<file path="src/rtl/mos_seq_sched_pkg.sv">
// ---------------------------------------------------------------------------
// mos_seq_sched_pkg
// Shared types and constants for the sequential MOS ranking scheduler.
//   mos_par_t : 3-bit transistor operand (W, V_GS, V_DS)
//   metric_t  : 7-bit Id or gm value produced by mos_eval
//   sum_t     : 10-bit weighted result
//   state_e   : scheduler FSM states
// Optional build macro used by the scheduler: MOS_PROTO_CHK_EN
// ---------------------------------------------------------------------------
package mos_seq_sched_pkg;

  typedef logic [2:0] mos_par_t;
  typedef logic [6:0] metric_t;
  typedef logic [9:0] sum_t;

  typedef enum logic [1:0] {
    IDLE,
    LOAD,
    SUM,
    OUT
  } state_e;

  // Transistors per transaction; the 3+3 split of the ranked array assumes 6.
  localparam int N_MOS = 6;

  localparam mos_par_t   VTH   = 3'd1;
  localparam logic [9:0] K_DIV = 10'd3;

  localparam sum_t ID_W0 = 10'd3;
  localparam sum_t ID_W1 = 10'd4;
  localparam sum_t ID_W2 = 10'd5;
  localparam sum_t GM_W0 = 10'd1;
  localparam sum_t GM_W1 = 10'd1;
  localparam sum_t GM_W2 = 10'd1;

  // Weighted sum of three ranked metrics; worst case 3*84+4*84+5*84 = 1008 fits in 10 bits.
  function automatic sum_t weighted3(input metric_t a, input metric_t b, input metric_t c,
                                     input sum_t w0, input sum_t w1, input sum_t w2);
    return (w0 * sum_t'(a)) + (w1 * sum_t'(b)) + (w2 * sum_t'(c));
  endfunction

endpackage

</file>
<file path="src/rtl/mos_seq_sched_if.sv">
// ---------------------------------------------------------------------------
// mos_seq_sched_if
// Groups the sample handshake and result signals of the scheduler.
//   in_valid, W, V_GS, V_DS, mode : driven by the master (sample source)
//   out_valid, out_n               : driven by the slave (scheduler)
//   proto_err                      : slave output, present only with MOS_PROTO_CHK_EN
// Modports: master (sample source / bench), slave (mos_seq_sched).
// ---------------------------------------------------------------------------
interface mos_seq_sched_if;
  import mos_seq_sched_pkg::*;

  logic     in_valid;
  mos_par_t W;
  mos_par_t V_GS;
  mos_par_t V_DS;
  logic [1:0] mode;
  logic     out_valid;
  sum_t     out_n;
`ifdef MOS_PROTO_CHK_EN
  logic     proto_err;
`endif

  modport master (
    output in_valid, W, V_GS, V_DS, mode,
    input  out_valid, out_n
`ifdef MOS_PROTO_CHK_EN
    , input proto_err
`endif
  );

  modport slave (
    input  in_valid, W, V_GS, V_DS, mode,
    output out_valid, out_n
`ifdef MOS_PROTO_CHK_EN
    , output proto_err
`endif
  );

endinterface

</file>
<file path="src/rtl/mos_seq_sched_eval.sv">
// ---------------------------------------------------------------------------
// mos_eval
// Combinational Id and gm for one transistor with the long-channel model:
//   vov = V_GS - VTH
//   triode     (vov > V_DS): id = W*(2*vov*V_DS - V_DS^2)/K_DIV, gm = 2*W*V_DS/K_DIV
//   saturation (otherwise) : id = W*vov^2/K_DIV,               gm = 2*W*vov/K_DIV
// All arithmetic is unsigned with floor division.
// Ports:
//   w_i, vgs_i, vds_i : transistor operands (3 bits each)
//   id_o, gm_o        : 7-bit results
// ---------------------------------------------------------------------------
module mos_eval
  import mos_seq_sched_pkg::*;
(
  input  mos_par_t w_i,
  input  mos_par_t vgs_i,
  input  mos_par_t vds_i,
  output metric_t  id_o,
  output metric_t  gm_o
);

  mos_par_t   vov;
  logic [9:0] w10;
  logic [9:0] vov10;
  logic [9:0] vds10;
  logic [9:0] idNum;
  logic [9:0] gmNum;

  assign vov   = vgs_i - VTH;
  assign w10   = 10'(w_i);
  assign vov10 = 10'(vov);
  assign vds10 = 10'(vds_i);

  // Region select and numerators; 10 bits hold the largest product (7*84 = 588),
  // and in triode 2*vov*V_DS always exceeds V_DS^2 so the subtraction never wraps.
  always_comb begin
    if (vov > vds_i) begin
      idNum = w10 * ((10'd2 * vov10 * vds10) - (vds10 * vds10));
      gmNum = 10'd2 * w10 * vds10;
    end else begin
      idNum = w10 * vov10 * vov10;
      gmNum = 10'd2 * w10 * vov10;
    end
  end

  assign id_o = metric_t'(idNum / K_DIV);
  assign gm_o = metric_t'(gmNum / K_DIV);

endmodule

</file>
<file path="src/rtl/mos_seq_sched.sv">
// ---------------------------------------------------------------------------
// mos_seq_sched
// Sequential Id/gm ranking scheduler. Takes one transistor per valid cycle,
// evaluates it on a single shared mos_eval, insertion-sorts the selected
// metric into a descending 6-entry array, then emits the mode-weighted sum of
// the top or bottom three as a one-cycle registered strobe.
// Ports:
//   clk   : rising-edge clock
//   rst_n : asynchronous active-low reset
//   bus   : mos_seq_sched_if.slave (in_valid, W, V_GS, V_DS, mode in;
//           out_valid, out_n out; proto_err out when MOS_PROTO_CHK_EN)
// Build option: define MOS_PROTO_CHK_EN to add the proto_err pulse, raised for
// in_valid during SUM/OUT or a zero operand on a sampled cycle.
// ---------------------------------------------------------------------------
module mos_seq_sched
  import mos_seq_sched_pkg::*;
(
  input  logic            clk,
  input  logic            rst_n,
  mos_seq_sched_if.slave  bus
);

  state_e     state_q, state_d;
  logic [2:0] count_q, count_d;
  logic [1:0] mode_q, mode_d;
  metric_t    rank_q [N_MOS];
  metric_t    rank_d [N_MOS];
  sum_t       sum_q, sum_d;
  logic       out_valid_q, out_valid_d;
  sum_t       out_n_q, out_n_d;
`ifdef MOS_PROTO_CHK_EN
  logic       proto_err_q, proto_err_d;
`endif

  metric_t          idVal;
  metric_t          gmVal;
  metric_t          metricSel;
  logic             useId;
  logic             sampling;
  logic [N_MOS-1:0] lt;
  metric_t          rankIns [N_MOS];
  sum_t             sumVal;

  mos_eval u_eval (
    .w_i   (bus.W),
    .vgs_i (bus.V_GS),
    .vds_i (bus.V_DS),
    .id_o  (idVal),
    .gm_o  (gmVal)
  );

  // The first sample arrives before mode is latched, so in IDLE the metric is
  // chosen from the live mode input; afterwards only the latched mode counts.
  always_comb begin
    useId     = (state_q == IDLE) ? bus.mode[0] : mode_q[0];
    metricSel = useId ? idVal : gmVal;
    sampling  = bus.in_valid && ((state_q == IDLE) || (state_q == LOAD));
  end

  // Insertion into the descending array. lt is monotone (0s then 1s), so the
  // new value lands at the first strictly-smaller slot and everything below
  // shifts down by one, dropping the last entry.
  always_comb begin
    for (int i = 0; i < N_MOS; i++) begin
      lt[i] = rank_q[i] < metricSel;
    end
    rankIns[0] = lt[0] ? metricSel : rank_q[0];
    for (int i = 1; i < N_MOS; i++) begin
      if (!lt[i]) begin
        rankIns[i] = rank_q[i];
      end else if (lt[i-1]) begin
        rankIns[i] = rank_q[i-1];
      end else begin
        rankIns[i] = metricSel;
      end
    end
  end

  // Weighted adder over either the top three or bottom three ranks.
  always_comb begin
    if (mode_q[1]) begin
      if (mode_q[0]) sumVal = weighted3(rank_q[0], rank_q[1], rank_q[2], ID_W0, ID_W1, ID_W2);
      else           sumVal = weighted3(rank_q[0], rank_q[1], rank_q[2], GM_W0, GM_W1, GM_W2);
    end else begin
      if (mode_q[0]) sumVal = weighted3(rank_q[3], rank_q[4], rank_q[5], ID_W0, ID_W1, ID_W2);
      else           sumVal = weighted3(rank_q[3], rank_q[4], rank_q[5], GM_W0, GM_W1, GM_W2);
    end
  end

  // Next-state logic. The output strobe is loaded on the OUT->IDLE edge so it
  // appears two edges after the sixth sample; the rank array is cleared on
  // the same edge so nothing carries into the next transaction.
  always_comb begin
    state_d     = state_q;
    count_d     = count_q;
    mode_d      = mode_q;
    sum_d       = sum_q;
    out_valid_d = 1'b0;
    out_n_d     = '0;
    for (int i = 0; i < N_MOS; i++) begin
      rank_d[i] = rank_q[i];
    end

    unique case (state_q)
      IDLE: begin
        if (bus.in_valid) begin
          mode_d  = bus.mode;
          count_d = 3'd1;
          state_d = LOAD;
          for (int i = 0; i < N_MOS; i++) rank_d[i] = rankIns[i];
        end
      end
      LOAD: begin
        if (bus.in_valid) begin
          for (int i = 0; i < N_MOS; i++) rank_d[i] = rankIns[i];
          if (count_q == 3'(N_MOS - 1)) begin
            count_d = 3'd0;
            state_d = SUM;
          end else begin
            count_d = count_q + 3'd1;
          end
        end
      end
      SUM: begin
        sum_d   = sumVal;
        state_d = OUT;
      end
      OUT: begin
        out_valid_d = 1'b1;
        out_n_d     = sum_q;
        state_d     = IDLE;
        for (int i = 0; i < N_MOS; i++) rank_d[i] = '0;
      end
      default: state_d = IDLE;
    endcase
  end

`ifdef MOS_PROTO_CHK_EN
  // Protocol flag: stray in_valid while busy, or a zero operand on a sample.
  always_comb begin
    proto_err_d = 1'b0;
    if (bus.in_valid && ((state_q == SUM) || (state_q == OUT))) proto_err_d = 1'b1;
    if (sampling && ((bus.W == '0) || (bus.V_GS == '0) || (bus.V_DS == '0))) proto_err_d = 1'b1;
  end
`endif

  // State and datapath registers, all cleared immediately by reset.
  always_ff @(posedge clk or negedge rst_n) begin
    if (!rst_n) begin
      state_q     <= IDLE;
      count_q     <= '0;
      mode_q      <= '0;
      sum_q       <= '0;
      out_valid_q <= 1'b0;
      out_n_q     <= '0;
      for (int i = 0; i < N_MOS; i++) rank_q[i] <= '0;
`ifdef MOS_PROTO_CHK_EN
      proto_err_q <= 1'b0;
`endif
    end else begin
      state_q     <= state_d;
      count_q     <= count_d;
      mode_q      <= mode_d;
      sum_q       <= sum_d;
      out_valid_q <= out_valid_d;
      out_n_q     <= out_n_d;
      for (int i = 0; i < N_MOS; i++) rank_q[i] <= rank_d[i];
`ifdef MOS_PROTO_CHK_EN
      proto_err_q <= proto_err_d;
`endif
    end
  end

  assign bus.out_valid = out_valid_q;
  assign bus.out_n     = out_n_q;
`ifdef MOS_PROTO_CHK_EN
  assign bus.proto_err = proto_err_q;
`endif

endmodule

</file>
<file path="src/flat_wrapper.sv">
// flat-port wrapper written by rule: the top's interface ports become plain ports
module mos_seq_sched_flat import mos_seq_sched_pkg::*;
  (clk, rst_n, bus_in_valid, bus_W, bus_V_GS, bus_V_DS, bus_mode, bus_out_valid, bus_out_n);
  mos_seq_sched_if bus_i ();
  input  logic clk;
  input  logic rst_n;
  input wire logic [$bits(bus_i.in_valid)-1:0] bus_in_valid;
  input wire logic [$bits(bus_i.W)-1:0] bus_W;
  input wire logic [$bits(bus_i.V_GS)-1:0] bus_V_GS;
  input wire logic [$bits(bus_i.V_DS)-1:0] bus_V_DS;
  input wire logic [$bits(bus_i.mode)-1:0] bus_mode;
  output wire logic [$bits(bus_i.out_valid)-1:0] bus_out_valid;
  output wire logic [$bits(bus_i.out_n)-1:0] bus_out_n;
  assign bus_i.in_valid = bus_in_valid;
  assign bus_i.W = bus_W;
  assign bus_i.V_GS = bus_V_GS;
  assign bus_i.V_DS = bus_V_DS;
  assign bus_i.mode = bus_mode;
  assign bus_out_valid = bus_i.out_valid;
  assign bus_out_n = bus_i.out_n;
  mos_seq_sched u_core (.clk(clk), .rst_n(rst_n), .bus(bus_i));
endmodule
</file>
<file path="config.mk">
export PLATFORM = sky130hd
export DESIGN_NAME = mos_seq_sched_flat
export DESIGN_NICKNAME = d
export VERILOG_FILES = /design/src/rtl/mos_seq_sched_pkg.sv /design/src/rtl/mos_seq_sched_if.sv /design/src/rtl/mos_seq_sched_eval.sv /design/src/rtl/mos_seq_sched.sv /design/src/flat_wrapper.sv
export SDC_FILE = /design/constraint.sdc
export NUM_CORES = 1
export LEC_CHECK = 0
export CAP_MARGIN = 0
export CORE_AREA = 2 2 134 136
export CTS_CLUSTER_DIAMETER = 80
export DETAILED_ROUTE_END_ITERATION = 8
export DIE_AREA = 0 0 136 138
export GPL_ROUTABILITY_DRIVEN = 0
export PLACE_DENSITY = 0.88
export SLEW_MARGIN = 0
export SYNTH_ARGS = -nofsm -noshare
export SYNTH_HDL_FRONTEND = slang
export SYNTH_SLANG_ARGS = --single-unit
</file>
<file path="constraint.sdc">
create_clock -name clk -period 16 [get_ports clk]
set_input_delay 2.4 -clock clk [delete_from_list [all_inputs] [get_ports clk]]
set_output_delay 2.4 -clock clk [all_outputs]
set_load 0.02 [all_outputs]
</file>
After elaboration in Yosys (flattened, before gate mapping)
Cells that the tools add are included.

word-level totals
  bits in registers = 70
  bits of input ports = 14

cells by class
  $add $sub $neg = 11
  multiply operators = 11
  div/mod/pow operators = 2
  $lt $le $gt $ge = 7
  equal/unequal tests = 14
  multiplexer cells = 30
  reduce and logical (&&, ||, !) cells = 13

operators by type and width
  operator                                                                  count
  7-bit two-way mux                                                         13
  42-bit one-hot mux with 2 select lines                                    1
  10-bit two-way mux                                                        5
  7-bit < comparator                                                        6
  42-bit two-way mux                                                        1
  3-bit by 3-bit multiplier with 6-bit output                               5
  3-bit AND reduction                                                       8
  10-bit adder                                                              2
  10-bit by 7-bit adder with 10-bit output                                  2
  9-bit by 9-bit adder with 10-bit output                                   2
  10-bit by 2-bit divider with 10-bit output (second input constant)        2
  3-bit by 7-bit multiplier with 10-bit output (first input constant)       2
  2-bit by 7-bit multiplier with 9-bit output (first input constant)        2
  7-bit by 7-bit adder with 8-bit output                                    2
  2-bit by 1-bit inequality test with 1-bit output (second input constant)  7
  3-bit by 10-bit multiplier with 10-bit output                             1
  6-bit by 3-bit multiplier with 9-bit output                               1
  3-bit two-way mux                                                         3
  2-bit one-hot mux with 4 select lines                                     1
  7-bit by 6-bit subtractor with 8-bit output                               1
  2-bit two-way mux                                                         3
  2-bit inequality test (second input constant)                             3
  3-bit one-hot mux with 2 select lines                                     1
  2-bit == test (second input constant)                                     2
  other kinds (10)                                                          12

Logic depth before layout (Yosys ltp)
Gate-level depths: netlist (run 1).

  word-level depth = 12
  depth in mapped cells = 47
  gate-level depth less buffers = 44

Cells and area by module
Synthesis (run 1) repeated with hierarchy kept, for this count alone.

second synthesis, totals
  cells, all modules = 1225
  area total of the unflattened synthesis = 10881.7 µm²

by module, submodules not included
  module         times used  cells each  area each (µm²)  sequential area each (µm²)
  mos_seq_sched  1           698         7169.4           1751.7
  mos_eval       1           527         3712.3           0.0

Least setup slack after synthesis (run 1)
Ideal clock, no wire load.

  path type = input to register
  start point = input port bus_V_GS[0]
  end point = register u_core.rank_q[25] (netlist bit)
  library setup time = 0.135 ns
  arrival time = 11.186 ns
  data required time = 15.865 ns
  slack = 4.679 ns
  stages = 41
  cells stage by stage = clkinv_1 -> ha_1 -> xor2_1 -> clkbuf_1 -> nand2_1 -> fa_1 -> inv_1 -> ha_1 -> fa_1 -> ha_1 -> ha_1 -> o21a_1 -> nor2_1 -> nor3_1 -> nor2_1 -> nand2_1 -> fa_1 -> inv_1 -> [5 not listed] -> nand3_2 -> a31o_2 -> a2111oi_2 -> nor4b_4 -> nand2_1 -> nor3_1 -> nor3_1 -> inv_1 -> ha_1 -> a21o_1 -> a21oi_1 -> nor2b_1 -> a2111oi_0 -> a31o_2 -> nor2b_1 -> clkbuf_1 -> mux2i_1 -> o31ai_1

between the ends
  longest elaborated chain between the ends = 12
  elaborated cells on any way between the ends = 21
  those cells by class = add/sub: 2; mul: 5; div: 2; order compare: 3; eq/ne: 1; mux: 7; reduce/logical: 1

RTL lines
  item                                           line                                        text
  start, declared                                flat_wrapper.sv:9                           input wire logic [$bits(bus_i.V_GS)-1:0] bus_V_GS;
  3-bit by 1-bit subtractor with 3-bit output *  mos_seq_sched_eval.sv:29                    assign vov = vgs_i - VTH;
  3-bit by 3-bit multiplier with 6-bit output    mos_seq_sched_eval.sv:38                    idNum = w10 * ((10'd2 * vov10 * vds10) - (vds10 * vds10));
  7-bit by 6-bit subtractor with 8-bit output    mos_seq_sched_eval.sv:38
  3-bit by 10-bit multiplier with 10-bit output  mos_seq_sched_eval.sv:38
  10-bit two-way mux                             mos_seq_sched_eval.sv:37                    if (vov > vds_i) begin
  10-bit by 2-bit divider with 10-bit output     mos_seq_sched_eval.sv:46                    assign id_o = metric_t'(idNum / K_DIV);
  7-bit two-way mux *                            mos_seq_sched.sv:56                         metricSel = useId ? idVal : gmVal;
  7-bit < comparator                             mos_seq_sched.sv:65                         lt[i] = rank_q[i] < metricSel;
  7-bit two-way mux                              mos_seq_sched.sv:71                         end else if (lt[i-1]) begin
  7-bit two-way mux                              mos_seq_sched.sv:69                         if (!lt[i]) begin
  42-bit two-way mux                             mos_seq_sched.sv:106, mos_seq_sched.sv:114
  42-bit one-hot mux with 2 select lines         mos_seq_sched.sv:104                        unique case (state_q)
  end, declared                                  mos_seq_sched.sv:26                         metric_t rank_q [N_MOS];

Every way passes the cells marked *; elsewhere a longest branch is shown, timed or not. The select of a mux whose other input is x is not followed.
A chain may end at the register's enable or synchronous reset.

Worst setup path in the final report (run 1)
Same ends and word-level chain as after synthesis.

==> results of run 1 <==
-- worst reg2reg max path, delay by kind of cell, from the launching register on --
family,cells,cell delay [ns]
DFF,1,0.40
AOI/OAI and AO/OA,11,2.57
muxes,4,1.96
buffers and inverters,2,0.31
adders and majority gates,3,0.86
and+or+nand+nor,3,0.55
-- synth_stat cells (all sizes together), types with 23 or more instances --
cell type / n / area share [%]
a21o: 24 / 1.8
nand2: 92 / 3.4
xnor2: 38 / 3.3
mux2i: 30 / 3.0
a21oi: 74 / 3.7
o21ai: 64 / 3.2
inv: 113 / 4.2
nor2: 80 / 2.9
fa: 59 / 12
dfrtp: 70 / 17
ha: 156 / 19
and2: 23 / 1.4
-- layout make-up --
cell class / instances / area (um2) / share of cell area, %
timing repair buffer: 27 / 260 / 2.38
inverter: 114 / 428 / 3.91
sequential: 70 / 1750 / 16.0
tap: 229 / 287 / 2.62
multi-input combinational: 914 / 7860 / 71.8
clock inverter: 6 / 116 / 1.06
clock buffer: 10 / 239 / 2.18
-- logic make-up (layout without fill, tap and decap cells) --
family | count (synthesis) | count (layout) | share of synthesized area [%]
adder cells (fa/ha/maj) | 216 | 216 | 30.8
multiplexers | 60 | 60 | 7.18
AND/OR/NAND/NOR | 285 | 285 | 13.5
XOR/XNOR | 51 | 51 | 4.38
flip-flops | 70 | 70 | 17.2
AO/OA/AOI/OAI | 302 | 302 | 21.2
buffers and inverters | 145 | 157 | 5.75
-- per-stage QoR --
stage | worst slack [ns] | cell area, um2 | cells | hold slack, ns | util (%)
floorplan | 4.68 | 10200 | 1129 | 0.455 | -
finish | 2.71 | 10900 | 1370 | 0.488 | 62.4
global placement | 2.82 | 10600 | 1354 | 0.462 | 60.4
global route | 1.94 | 10900 | 1370 | 0.500 | 62.4
CTS | 2.92 | 10900 | 1370 | 0.493 | 62.4
detailed placement | 2.60 | 10600 | 1354 | 0.479 | 60.4
-- per-layer routing --
| layer | track usage, % | up-vias | wire (um) |
|---|---|---|---|
| li1 | - | 4059 | - |
| met2 | 50.5 | 387 | 13100 |
| met3 | 4.66 | 128 | 1630 |
| met1 | 32.7 | 4278 | 9760 |
| met5 | 0 | - | 0 |
| met4 | 16.9 | 0 | 1540 |
-- path summary, 6_finish.rpt --
check,from,end,slack (ns),cells after the start
max,bus_V_GS[0],u_core.rank_q[25],2.71,38
max reg2reg,u_core.state_q[0],u_core.rank_q[4],9.24,23
min in group asynchronous,rst_n,u_core.sum_q[8],2.18,1
max in group asynchronous,rst_n,u_core.rank_q[26],13.22,1
min reg2reg,u_core.sum_q[0],u_core.bus.out_n[0],0.49,1
min,u_core.sum_q[0],u_core.bus.out_n[0],0.49,1
-- sequential cells by signal (all words and copies together), names as in the netlist --
| name | count |
|---|---|
| u_core.count_q | 3 |
| u_core.bus.out_n | 10 |
| u_core.sum_q | 10 |
| u_core.bus.out_valid | 1 |
| u_core.state_q | 2 |
| u_core.rank_q | 42 |
| u_core.mode_q | 2 |
==> metrics.cfg, run 1 <==
[logic_synthesis]
syn_inst = 1129
synth_cell_types = 90
synth.avg_cell_area_um2 = 9.03
ys.flop_type = dfrtp_1
seq_area_frac_synth_pct = 17.2
synth_warnings = 0
synth_nets = 1358
ys_async_sr_fraction_pct = 100
synth_seq_cells = 70
netlist_area_um2 = 10200
synth-edff-count = 0

[worst_setup_path]
cp_max_fo = 12
worst_setup_path_end_kind = flop
crit_required_ns = 16.23
critPathLaunchType = primary input
cp.arrival_ns = 13.52
cp_num_buf_inv = 5
crit_slowest_cell = o2111ai_1
cpPeakStageDelay_ns = 0.77
crit_family = adder cells
path_class = primary input to flop
path_common_cell = ha_1

[finish]
fin_nets = 1365
drive_gt1_share_pct = 7.27
diodes = 0
fillerInstances = 1383
synthToLayoutAreaGrowth_pct = 7.29
final_cell_mix = 156 x ha_1, 113 x inv_1, 92 x nand2_1
final_common_cell = ha_1

[route]
drc = 0
wl_um = 26000
final_antenna_net_count = 0
dr.first_iter.drc_count = 522
num_vias = 8852
wl_per_cell_um = 19.0
dr.pass1.iters = 7
drt-vias-per-instance = 6.46

[sta]
skew_ns = 0.00894
setup_viol = 0
finalMaxSlewViolations = 0
final.min_clock_period_ns = 13.29
hold_viol_final = 0
worst_pin_slew_ns = 1.08
fin_crit_sh_pct = 83.0
rsz0062_at_grt = false
fmax_ghz = 0.0753
fin_setup_tns_ns = 0
max-slew-margin-rel_pct = 25.6

[place]
io_buffers = 24
dpl.hpwl_um = 20100

[die]
rows = 49
die_width_um = 136
fp.dieH_um = 138
coreArea_um2 = 17500
ioPinCount = 25
initial_utilization_pct = 58.2
dieArea_um2 = 18800

[clock_tree]
clkTransAtPathRegs_ns = 0.06
hold_buffers = 0
cts-root-buf = clkbuf_16
cts.sinks = 70
clk_latency_ns = 0.35
clock_tree.buffer_depth = 2
cts_max_level = 3
post_cts_buffers = 0
post_cts_resize_count = 0
cts_tree = yes
numCtsBuffers = 9

[global_route]
track_usage_pct = 28.8
grt_pass1_wl_um = 43600
grt_pass1_vias = 9153
antenna_found_initial = 0
grt_max_degree = 71
overflow = 0

[worst_hold_path]
hp-class = flop to flop

[outcome]
status = finished clean

[job]
maxCapViolations = 0

Power of run 1 is not shown: default switching activity piles up to over one toggle a cycle in this logic, so the estimate is an artifact.
==> run 2, diff against run 1 <==
--- a/config.mk
+++ b/config.mk
@@ -6,12 +6,12 @@
 export NUM_CORES = 1
 export LEC_CHECK = 0
 export CAP_MARGIN = 0
-export CORE_AREA = 2 2 134 136
+export CORE_AREA = 2 2 135 137
 export CTS_CLUSTER_DIAMETER = 80
 export DETAILED_ROUTE_END_ITERATION = 8
-export DIE_AREA = 0 0 136 138
+export DIE_AREA = 0 0 137 139
 export GPL_ROUTABILITY_DRIVEN = 0
-export PLACE_DENSITY = 0.88
+export PLACE_DENSITY = 0.9
 export SLEW_MARGIN = 0
 export SYNTH_ARGS = -nofsm -noshare
 export SYNTH_HDL_FRONTEND = slang
==> constraint.sdc (replaced) <==
create_clock -name clk -period 11.9 [get_ports clk]
set_input_delay 1.785 -clock clk [delete_from_list [all_inputs] [get_ports clk]]
set_output_delay 1.785 -clock clk [all_outputs]
set_load 0.02 [all_outputs]
==> run 2 against run 1 <==
Final cell count up 1.4%. Hold slack got worse by 0.011 ns. Routed wire length is 5.1% higher. Clock skew barely moved. Final area rose by 1.7%. Non-clock buffer count up 18. Critical path type unchanged.
==> metrics.cfg, run 2 (synthesized netlist as in run 1, its figures left out) <==
[outcome]
status = finished clean

[die]
initial_utilization_pct = 57.8
die_width_um = 137
fp.dieH_um = 139
rows = 49
coreArea_um2 = 17700
dieArea_um2 = 19000
ioPinCount = 25

[finish]
final_common_cell = ha_1
top_register = u_core.rank_q
seqCellArea_um2 = 1750
drive_gt1_share_pct = 10.2
final_cell_mix = 155 x ha_1, 111 x inv_1, 92 x nand2_1
fillerInstances = 1366
largest_reg_flops = 42
fin_nets = 1384
multi_input_area_um2 = 7930
diodes = 0
synthToLayoutAreaGrowth_pct = 9.15
final_area_um2 = 11100

[worst_setup_path]
path_common_cell = ha_1
cpPeakStageDelay_ns = 0.50
cp_num_buf_inv = 7
crit_slowest_cell = fa_1
critPathLaunchType = primary input
path_class = primary input to flop
crit_required_ns = 12.13
crit_family = adder cells
worst_setup_path_end_kind = flop
cp_max_fo = 10
cp.arrival_ns = 11.67

[sta]
setup_viol = 0
worst_pin_slew_ns = 0.902
finalMaxSlewViolations = 0
fin_crit_sh_pct = 96.1
skew_ns = 0.00912
fmax_ghz = 0.0874
final.min_clock_period_ns = 11.44
hold_slack_ns = 0.477
max-slew-margin-rel_pct = 39.9
hold_viol_final = 0

[clock_tree]
clock_tree.buffer_depth = 2
cts_tree = yes
hold_buffers = 0
cts-root-buf = clkbuf_16
clk_latency_ns = 0.35
clkTransAtPathRegs_ns = 0.06
cts.sinks = 70
numCtsBuffers = 9
cts_max_level = 3

[route]
wl_um = 27300
final_antenna_net_count = 0
drc = 0
drt-vias-per-instance = 6.62
num_vias = 9197
wl_per_cell_um = 19.7
dr.first_iter.drc_count = 807
dr.pass1.iters = 6

[job]
maxCapViolations = 0

[global_route]
grt_pass1_vias = 9308
antenna_found_initial = 0
track_usage_pct = 29.5
grt_max_degree = 71
overflow = 0
grt_pass1_wl_um = 44800

[place]
placed_area_um2 = 10700
dpl.hpwl_um = 20300
io_buffers = 24

[worst_hold_path]
hp-class = flop to flop

## run 2: cell count changes in the layout (fill, tap and decap cells not counted), sizes merged
cell / delta
clkinvlp: +2
clkinv: -1
buf: +18
bufinv: -1
a21oi: +1
## run 2: repair_timing
item | CTS | global route
endpoints found under the hold margin | 0 | 0
endpoints found under the setup margin | 0 | 42
setup buffers | 0 | 5
gates resized for setup | 0 | 21
## run 2: area by class of cell
| class | count | share of cell area (%) |
|---|---|---|
| timing repair buffer | 45 | 3.66 |
| sequential | 70 | 15.7 |
| multi-input combinational | 915 | 71.2 |
| inverter | 114 | 3.84 |
| clock inverter | 6 | 0.832 |
| tap | 229 | 2.57 |
| clock buffer | 10 | 2.15 |
## run 2: path summary, 6_finish.rpt
check | cells after the start | slack [ns] | from | end
max | 43 | 0.46 | bus_V_GS[0] | u_core.rank_q[3]
min | 1 | 0.48 | u_core.sum_q[1] | u_core.bus.out_n[1]
max reg2reg | 24 | 5.53 | u_core.state_q[0] | u_core.rank_q[3]
min reg2reg | 1 | 0.48 | u_core.sum_q[1] | u_core.bus.out_n[1]
max in group asynchronous | 1 | 9.75 | rst_n | u_core.rank_q[31]
min in group asynchronous | 1 | 1.55 | rst_n | u_core.bus.out_n[8]
## run 2: stage by stage
step | TNS [ns] | instances | setup slack [ns] | utilization, %
final | 0 | 1389 | 0.463 | 63.1
after global placement | 0 | 1367 | 0.293 | 60.5
after detailed placement | -0.385 | 1367 | -0.0674 | 60.5
after CTS | 0 | 1383 | 0.221 | 62.4
after floorplan | 0 | 1129 | 1.19 | -
after global routing | -0.590 | 1389 | -0.0795 | 63.1
## run 2: worst reg2reg max path, cell delays in order, from the launching register on
cell and delay [ns]:
dfrtp_1 0.40, inv_1 0.11, ha_1 0.33, mux2_2 0.45, o21ai_0 0.17, o22ai_1 0.31, mux2_2 0.37, a31oi_1 0.14
o2bb2ai_1 0.23, nor4b_4 0.40, nand3_2 0.17, or2_1 0.28, a31oi_1 0.21, ha_2 0.27, a21o_1 0.27, inv_2 0.15
ha_1 0.21, a21o_1 0.18, a211oi_1 0.26, o21ai_0 0.16, nor2_1 0.13, a311o_2 0.34, mux2i_1 0.34, nor2_1 0.08
mux2_2 0.28
## run 2: per-layer routing
layer	vias to the layer above	routed length [um]	GRT usage, %
met1	4423	9980	33.8
met4	0	1930	17.9
met5	-	0	0
met2	478	13300	49.5
met3	192	2190	6.87
li1	4104	-	-
Power of run 2 is left out for the same reason.
==> run 3, diff against run 2 <==
--- a/config.mk
+++ b/config.mk
@@ -5,7 +5,6 @@
 export SDC_FILE = /design/constraint.sdc
 export NUM_CORES = 1
 export LEC_CHECK = 0
-export CAP_MARGIN = 0
 export CORE_AREA = 2 2 135 137
 export CTS_CLUSTER_DIAMETER = 80
 export DETAILED_ROUTE_END_ITERATION = 8
==> results of run 3 <==
Same layout as run 2: the final DEF is identical, and so are final timing and power.
Power of run 3 is left out for the same reason.
